[src/rtl/spi_cmd_decoder_pkg.sv]
// Shared command codes, default WS2812 timing and decoder state encoding.
package led_ctrl_pkg;

    localparam logic [7:0]  CMD_CONF_WR = 8'h2A;
    localparam logic [7:0]  CMD_DATA_WR = 8'h2C;

    // T0H, T0L, T1H, T1L in clk_in cycles, byte 0 in the low bits
    localparam logic [31:0] CFG_DEFAULT = 32'h1628_2A14;

    typedef enum logic [1:0] {
        IDLE,
        CONF,
        DATA,
        DISCARD
    } dec_state_t;

    function automatic logic [7:0] cfg_default_byte(input int unsigned idx);
        return CFG_DEFAULT[8*(idx % 4) +: 8];
    endfunction

endpackage

[src/rtl/spi_cmd_decoder_if.sv]
// Byte stream from the SPI receiver in, frame RAM write port out.
interface spi_cmd_decoder_if #(
    parameter int ADDR_WIDTH = 9
) ();

    logic                  byte_rdy_in;
    logic [7:0]            byte_data_in;
    logic                  ram_wr_en_out;
    logic [ADDR_WIDTH-1:0] ram_wr_addr_out;
    logic [7:0]            ram_wr_data_out;

    modport master (
        output byte_rdy_in,
        output byte_data_in,
        input  ram_wr_en_out,
        input  ram_wr_addr_out,
        input  ram_wr_data_out
    );

    modport slave (
        input  byte_rdy_in,
        input  byte_data_in,
        output ram_wr_en_out,
        output ram_wr_addr_out,
        output ram_wr_data_out
    );

endinterface

[src/rtl/spi_cmd_decoder_sync_edge_det.sv]
// Two-flop synchronizer with registered rising/falling edge strobes.
// Latency: strobe is high 3 clk_in edges after the input changes.
// Backpressure: none, strobes are single-cycle and unconditional.
module sync_edge_det #(
    parameter logic RST_VAL = 1'b1
) (
    input  logic clk_in,
    input  logic rst_in,
    input  logic async_in,
    output logic rise_out,
    output logic fall_out
);

    logic meta_q;
    logic sync_q;
    logic prev_q;

    // Reset to the idle level so leaving reset never fakes an edge
    always_ff @(posedge clk_in) begin
        if (rst_in) begin
            meta_q   <= RST_VAL;
            sync_q   <= RST_VAL;
            prev_q   <= RST_VAL;
            rise_out <= 1'b0;
            fall_out <= 1'b0;
        end else begin
            meta_q   <= async_in;
            sync_q   <= meta_q;
            prev_q   <= sync_q;
            rise_out <= sync_q & ~prev_q;
            fall_out <= ~sync_q & prev_q;
        end
    end

endmodule

[src/rtl/spi_cmd_decoder.sv]
// Decodes SPI command frames into timing config bytes or frame RAM writes.
// Latency: RAM write / cfg update 1 clk after byte_rdy; frame_rdy 4 clk after CS rises.
// Backpressure: none, every byte strobe is consumed or dropped in the cycle it arrives.
module spi_cmd_decoder
    import led_ctrl_pkg::*;
#(
    parameter int ADDR_WIDTH = 9,
    parameter int CFG_BYTES  = 4
) (
    input  logic                   clk_in,
    input  logic                   rst_in,
    input  logic                   spi_cs_n_in,
    spi_cmd_decoder_if.slave       bus,
    output logic [8*CFG_BYTES-1:0] cfg_data_out,
    output logic                   frame_rdy_out
);

    localparam int                    IDX_W     = (CFG_BYTES > 1) ? $clog2(CFG_BYTES) : 1;
    localparam logic [IDX_W-1:0]      IDX_LAST  = IDX_W'(CFG_BYTES - 1);
    localparam logic [ADDR_WIDTH-1:0] ADDR_LAST = '1;

    dec_state_t                 state_q;
    dec_state_t                 state_d;
    logic [ADDR_WIDTH-1:0]      addr_q;
    logic                       addr_full_q;
    logic                       wrote_q;
    logic [IDX_W-1:0]           idx_q;
    logic [CFG_BYTES-1:0][7:0]  cfg_q;

    logic cs_end;
    logic cs_fall_unused;
    logic wr_now;
    logic cfg_now;
    logic frame_done;

    sync_edge_det #(
        .RST_VAL (1'b1)
    ) u_cs_sync (
        .clk_in   (clk_in),
        .rst_in   (rst_in),
        .async_in (spi_cs_n_in),
        .rise_out (cs_end),
        .fall_out (cs_fall_unused)
    );

    always_ff @(posedge clk_in) begin
        if (rst_in) begin
            state_q <= IDLE;
        end else begin
            state_q <= state_d;
        end
    end

    // A byte arriving together with cs_end is still acted on; cs_end only decides the next state
    always_comb begin
        state_d = state_q;
        wr_now  = 1'b0;
        cfg_now = 1'b0;
        case (state_q)
            IDLE: begin
                if (bus.byte_rdy_in) begin
                    if (bus.byte_data_in == CMD_CONF_WR) begin
                        state_d = CONF;
                    end else if (bus.byte_data_in == CMD_DATA_WR) begin
                        state_d = DATA;
                    end else begin
                        state_d = DISCARD;
                    end
                end
            end
            CONF: begin
                if (bus.byte_rdy_in) begin
                    cfg_now = 1'b1;
                    if (idx_q == IDX_LAST) begin
                        state_d = DISCARD;
                    end
                end
            end
            DATA: begin
                wr_now = bus.byte_rdy_in & ~addr_full_q;
            end
            DISCARD: begin
                state_d = DISCARD;
            end
            default: begin
                state_d = IDLE;
            end
        endcase
        if (cs_end) begin
            state_d = IDLE;
        end
    end

    assign frame_done = cs_end && (state_q == DATA) && (wrote_q || wr_now);

    always_ff @(posedge clk_in) begin
        if (rst_in) begin
            addr_q              <= '0;
            addr_full_q         <= 1'b0;
            wrote_q             <= 1'b0;
            idx_q               <= '0;
            bus.ram_wr_en_out   <= 1'b0;
            bus.ram_wr_addr_out <= '0;
            bus.ram_wr_data_out <= '0;
            frame_rdy_out       <= 1'b0;
            for (int i = 0; i < CFG_BYTES; i++) begin
                cfg_q[i] <= cfg_default_byte(i);
            end
        end else begin
            bus.ram_wr_en_out <= wr_now;
            frame_rdy_out     <= frame_done;

            if ((state_q == IDLE) && bus.byte_rdy_in) begin
                addr_q      <= '0;
                addr_full_q <= 1'b0;
                wrote_q     <= 1'b0;
                idx_q       <= '0;
            end

            // Counter parks on the last address; the full flag drops everything after it
            if (wr_now) begin
                bus.ram_wr_addr_out <= addr_q;
                bus.ram_wr_data_out <= bus.byte_data_in;
                wrote_q             <= 1'b1;
                if (addr_q == ADDR_LAST) begin
                    addr_full_q <= 1'b1;
                end else begin
                    addr_q <= addr_q + 1'b1;
                end
            end

            if (cfg_now) begin
                cfg_q[idx_q] <= bus.byte_data_in;
                idx_q        <= idx_q + 1'b1;
            end
        end
    end

    assign cfg_data_out = cfg_q;

endmodule

[src/flat_wrapper.sv]
// flat-port wrapper written by rule: the top's interface ports become plain ports
module spi_cmd_decoder_flat import led_ctrl_pkg::*;
#(
    parameter int ADDR_WIDTH = 9,
    parameter int CFG_BYTES  = 4
)
  (clk_in, rst_in, spi_cs_n_in, cfg_data_out, frame_rdy_out, bus_byte_rdy_in, bus_byte_data_in, bus_ram_wr_en_out, bus_ram_wr_addr_out, bus_ram_wr_data_out);
  spi_cmd_decoder_if #(.ADDR_WIDTH(ADDR_WIDTH)) bus_i ();
  input  logic clk_in;
  input  logic rst_in;
  input  logic spi_cs_n_in;
  output logic [8*CFG_BYTES-1:0] cfg_data_out;
  output logic frame_rdy_out;
  input wire logic [$bits(bus_i.byte_rdy_in)-1:0] bus_byte_rdy_in;
  input wire logic [$bits(bus_i.byte_data_in)-1:0] bus_byte_data_in;
  output wire logic [$bits(bus_i.ram_wr_en_out)-1:0] bus_ram_wr_en_out;
  output wire logic [$bits(bus_i.ram_wr_addr_out)-1:0] bus_ram_wr_addr_out;
  output wire logic [$bits(bus_i.ram_wr_data_out)-1:0] bus_ram_wr_data_out;
  assign bus_i.byte_rdy_in = bus_byte_rdy_in;
  assign bus_i.byte_data_in = bus_byte_data_in;
  assign bus_ram_wr_en_out = bus_i.ram_wr_en_out;
  assign bus_ram_wr_addr_out = bus_i.ram_wr_addr_out;
  assign bus_ram_wr_data_out = bus_i.ram_wr_data_out;
  spi_cmd_decoder #(.ADDR_WIDTH(ADDR_WIDTH), .CFG_BYTES(CFG_BYTES)) u_core (.clk_in(clk_in), .rst_in(rst_in), .spi_cs_n_in(spi_cs_n_in), .bus(bus_i), .cfg_data_out(cfg_data_out), .frame_rdy_out(frame_rdy_out));
endmodule
[config.mk]
export PLATFORM = sky130hd
export DESIGN_NAME = spi_cmd_decoder_flat
export DESIGN_NICKNAME = d
export VERILOG_FILES = /design/src/rtl/spi_cmd_decoder_pkg.sv /design/src/rtl/spi_cmd_decoder_if.sv /design/src/rtl/spi_cmd_decoder_sync_edge_det.sv /design/src/rtl/spi_cmd_decoder.sv /design/src/flat_wrapper.sv
export SDC_FILE = /design/constraint.sdc
export NUM_CORES = 1
export LEC_CHECK = 0
export ABC_CLOCK_PERIOD_IN_PS = 5600
export BUFFER_PORTS_ARGS = -buffer_cell sky130_fd_sc_hd__buf_2
export CAP_MARGIN = 0
export CORE_MARGIN = 10
export CORE_UTILIZATION = 57
export CTS_CLUSTER_SIZE = 8
export DETAILED_ROUTE_END_ITERATION = 8
export PLACE_DENSITY = 0.85
export SLEW_MARGIN = 15
export SYNTH_ARGS = -nofsm -noshare
export SYNTH_HDL_FRONTEND = slang
export SYNTH_SLANG_ARGS = --single-unit
[constraint.sdc]
create_clock -name clk_in -period 5.6 [get_ports clk_in]
set_input_delay 0.56 -clock clk_in [delete_from_list [all_inputs] [get_ports clk_in]]
set_output_delay 0.56 -clock clk_in [all_outputs]
set_load 0.005 [all_outputs]
* Yosys cells after proc, flatten, opt, wreduce, memory -nomap -nowiden
Cells that the tools add are included.
** Operators by class
- $add $sub $neg :: 2
- Order comparisons :: 2
- Equality and inequality tests :: 10
- Muxes and demuxes :: 22
- Bitwise operators :: 4
- Reductions and logical operators :: 11
** Operators by type and width (number)
- bitwise mux 32 bit :: 1
- 2-to-1 mux 9 bit :: 3
- demux 8 bit (select 2 bit) :: 1
- == test 8 x 6 -> 1 bit (second input constant) :: 2
- 2-to-1 mux 2 bit :: 6
- adder 9 x 1 -> 9 bit (second input constant) :: 1
- == test 9 bit (second input constant) :: 1
- 2-to-1 mux 1 bit :: 9
- 2-to-1 mux 8 bit :: 1
- == test 2 bit (second input constant) :: 3
- one-hot mux 2 bit (3 select lines) :: 1
- logical AND 1 bit :: 4
- != test 2 bit (second input constant) :: 2
- AND reduction 4 bit :: 1
- nonzero test 2 bit :: 2
- < comparator 2 x 3 -> 1 bit (second input constant) :: 1
- nonzero test 3 bit :: 1
- adder 2 x 1 -> 2 bit (second input constant) :: 1
- AND 1 bit :: 2
- == test 2 x 1 -> 1 bit (second input constant) :: 1
- >= comparator 2 x 1 -> 1 bit (second input constant) :: 1
- logical NOT 2 bit :: 1
- != test 2 x 1 -> 1 bit (second input constant) :: 1
- NOT 1 bit :: 2
- 2 further kinds :: 2
** Word-level totals
- Bits in registers :: 70
- Bits of input ports :: 12
- Output and inout port bits :: 51
- Word-level logic and storage cells :: 68

* Depth between registers and ports, before layout
- Depth in word-level cells :: 5
- Gate-level depth with buffers :: 8
- Mapped depth without buffers :: 7

* Cells and area by module
From an unflattened synthesis, not the netlist that was laid out.
** Second synthesis, totals
- Cells, all modules :: 328
- Area, all modules :: 2776.4 µm²
** By module, submodules not included
- spi_cmd_decoder :: instances 1, cells each 318, area each 2642.5 µm², seq. area each 1321.3 µm²
- sync_edge_det :: instances 1, cells each 10, area each 133.9 µm², seq. area each 100.1 µm²

* Least setup slack after synthesis
OpenSTA, ideal clock, no wires.
- Kind :: register -> register
- Start point :: register u_core.addr_q[0]
- End point :: register u_core.addr_q[3]
- Library setup time :: 0.070 ns
- Arrival :: 1.712 ns
- Data required time :: 5.530 ns
- Slack :: 3.818 ns
- Stages on the path, launching flop included :: 9
- Path buffers :: 1
- Period minus slack after synthesis :: 1.782 ns
- Path through :: dfxtp_1 -> ha_1 -> nand3_1 -> nor2_1 -> ha_1 -> buf_2 -> nand4b_4 -> or3_2 -> a21oi_1
** On the way
- Longest elaborated chain between the ends :: 3
- Elaborated cells between the ends (all ways) :: 4
- Those cells by class :: add/sub: 1; eq/ne: 1; mux: 2
** RTL lines
- start: declaration :: RTL line spi_cmd_decoder.sv:24 : logic [ADDR_WIDTH-1:0] addr_q;
- start signal: assignment :: RTL line spi_cmd_decoder.sv:128 : addr_q <= addr_q + 1'b1;
- adder 9 x 1 -> 9 bit or == test 9 bit (tied branches) :: RTL line spi_cmd_decoder.sv:128, spi_cmd_decoder.sv:125
- 2-to-1 mux 9 bit * :: RTL line spi_cmd_decoder.sv:125 : if (addr_q == ADDR_LAST) begin
- 2-to-1 mux 9 bit * :: RTL line spi_cmd_decoder.sv:121 : if (wr_now) begin
Every way passes the cells marked *; elsewhere a longest branch is shown, timed or not.
A chain may end at the register's enable or synchronous reset.

* Final worst setup path
- Start point :: register u_core.addr_q[0]
- End point :: register u_core.addr_q[7]
Same word-level chain as after synthesis.

==> run_results.csv <==
group,metric,value,unit
floorplanning,die_y,90.1,um
floorplanning,dieArea,0.00812,mm^2
route,met1_length,2790,um
floorplanning,ios,63,
worst_setup_path,worstPathRequired,5.87,ns
synth,syn_inst,326,
grt,track_usage,0.162,
floorplanning,die_w,90.1,um
clocking,post_cts_resized,0,
synth,synth_compound_gate_area_share,0.127,
clocking,cts_root_buf,"clkbuf_8",
synth,syn_avg_cell_area,8.60,um^2
floorplanning,rows,25,
clocking,cts.clk_slew.worst_paths,0.07,ns
route,wl_per_cell,14.6,um
timing,tns,0,ns
route,vias,2395,
place,hpwl,4540,um
floorplanning,core-area,0.00475,mm^2
route,first_pass_iters,4,
timing,max_freq,520,MHz
power,leakage,1.35,nW
worst_hold_path,min_path_type,"input pin to flip-flop",
worst_setup_path,criticalPathCategory,"flip-flop to flip-flop",
floorplanning,start_util,0.590,
clocking,clock-sinks,70,
route,route.met2.wl,3170,um
grt,antenna_found_initial,0,
clocking,cts_made_buffers,9,
cells_and_area,layout.nets,396,
timing,grt_setup_unrepaired,"false",
worst_setup_path,crit_fanout,10,
grt,grt_pass1_wl,10900,um
grt,grt.overflow.total,0,
worst_setup_path,cp-start-kind,"flip-flop",
timing,relSlewSlack,0.300,
synth,synthAdderAreaFrac,0.0268,
worst_setup_path,endpoint_kind,"flip-flop",
cells_and_area,mostFrequentLayoutCells,"98 x nand2_1, 70 x dfxtp_1, 62 x buf_2",
synth,yosysSeqAreaShare,0.500,
cells_and_area,layout-drive-gt1-share,0.230,
worst_setup_path,r2r_slack,3.68,ns
cells_and_area,n_antenna_cell,0,
job,maxCapViolCount,0,
synth,yosysWarnings,0,
cells_and_area,final_core_util,0.685,
clocking,h-tree-depth,3,
power,peakVddDrop,0.180,mV
synth,synth-xor-area-share,0,
timing,maxSlewViolCount,0,
place,place.gp.congestion,0.745,
grt,grt_pass1_vias,2251,
status,status,"complete, no violations",
synth,ys_ff_latch,70,
synth,synth_simple_gate_area_frac,0.295,
cells_and_area,num-fill-cells,408,
synth,synthesis.area,0.00280,mm^2
clocking,tritoncts,"yes",
timing,worst_pin_slew,1.05,ns
grt,grt_max_degree,67,
clocking,holdBufCountCts,0,
cells_and_area,area_growth,16.2,%
clocking,post-cts-setup-buffers,0,
synth,synth_nets,344,
route,avgViaCountPerCell,5.32,
synth,synth.area.mux_share,0.00357,
synth,synth_cell_types,38,
route,ant_nets,0,
route,drt_iter0_markers,119,
route,detail_route.drc_violations,0,
place,io_buffers,62,
route,wirelength,6580,um
power,p_per_area,285,mW/mm^2
timing,clock_skew,0.0122,ns
timing,min_period,1.92,ns
clocking,clk_latency,0.35,ns
route,dr_wl_met3,469,um
synth,synth_top_family_by_area,"simple AND/OR/NAND/NOR gates",
timing,fin_crit_sh,0.344,
worst_setup_path,cp.arrival,2.20,ns
timing,setup_viol,0,
route,top_layer_used,"met4",
clocking,clockBufferDepth,2,
cells_and_area,mostFrequentLayoutCell,"nand2_1",
timing,hold_violations,0,
-- worst max-delay path, stage by stage (launching register included) --
cell and delay, ns:
dfxtp_1 0.37, ha_1 0.25, nand3_1 0.08, nor2_1 0.04, ha_1 0.28, nand4b_4 0.24, or4_1 0.43, a21oi_1 0.16
-- power by group --
group	total [mW]	switching [mW]	internal, mW
Sequential	0.519	0.0116	0.508
Combinational	0.0631	0.0396	0.0235
Clock	0.346	0.187	0.159
-- area by class of cell --
cell class | count | area [um^2] | share of cell area
Timing Repair Buffer | 62 | 310 | 0.0952
Multi-Input combinational cell | 228 | 1270 | 0.390
Clock buffer | 10 | 128 | 0.0392
Clock inverter | 6 | 38.8 | 0.0119
Sequential cell | 70 | 1400 | 0.430
Tap cell | 67 | 83.8 | 0.0257
Inverter | 7 | 26.3 | 0.00806
-- routing by layer --
| layer | up-vias | GRT usage |
|---|---|---|
| met5 | - | 0 |
| met4 | 0 | 0.0902 |
| met3 | 14 | 0.0490 |
| met2 | 66 | 0.256 |
| met1 | 1108 | 0.191 |
| li1 | 1207 | - |
-- cells by family after synthesis --
group / Yosys count
DFF: 70
buffers and inverters: 28
and+or+nand+nor: 156
AOI/OAI and AO/OA: 65
muxes: 1
adders and majority gates: 6
-- state kept, by name, summed over array words and instances, names as in the netlist, 2 cells and up --
name,flops
u_core.idx_q,2
u_core.bus.ram_wr_addr_out,9
u_core.cfg_data_out,32
u_core.bus.ram_wr_data_out,8
u_core.addr_q,9
u_core.state_q,2
-- path summary, 6_finish.rpt --
path	depth (start not counted)	from	to
setup / recovery	7	u_core.addr_q[0]	u_core.addr_q[7]
setup reg to reg	7	u_core.addr_q[0]	u_core.addr_q[7]
hold reg to reg	1	u_core.u_cs_sync.prev_q	u_core.u_cs_sync.rise_out
hold / removal	2	spi_cs_n_in	u_core.u_cs_sync.meta_q
-- through the flow --
stage | setup slack (ns) | hold WS, ns | instance area (um^2) | total power, mW | cells
floorplan | 3.82 | 0.372 | 2800 | 0.572 | 326
global placement | 3.61 | 0.378 | 3090 | 0.592 | 434
CTS | 3.68 | 0.387 | 3260 | 0.933 | 450
finish | 3.68 | 0.392 | 3260 | 0.928 | 450
detailed placement | 3.54 | 0.379 | 3090 | 0.594 | 434
global route | 3.53 | 0.392 | 3260 | 0.965 | 450
-- cells in the mapped netlist (all sizes together) --
cell type / n / area (um^2)
nand3b: 10 / 75.1
a21oi: 51 / 255
nand3: 7 / 35.0
nand2b: 3 / 18.8
dfxtp: 70 / 1400
ha: 6 / 75.1
nand4: 1 / 12.5
or2: 4 / 25.0
nor2b: 1 / 6.26
o211ai: 3 / 22.5
a41oi: 1 / 8.76
or3: 2 / 13.8
nor2: 8 / 30.0
and4b: 5 / 50.1
inv: 7 / 26.3
o21ai: 3 / 15.0
nor4b: 1 / 8.76
and4bb: 1 / 16.3
clkbuf: 8 / 30.0
nor3: 1 / 5.00
a22oi: 1 / 7.51
nor3b: 2 / 15.0
or4: 4 / 30.0
nand4b: 5 / 71.3
a211o: 2 / 17.5
mux2i: 1 / 10.0
buf: 13 / 76.3
nand4bb: 2 / 38.8
o31ai: 4 / 30.0
nand2: 98 / 368
or3b: 1 / 8.76
Note: power is estimated with default switching activity, not from simulation.
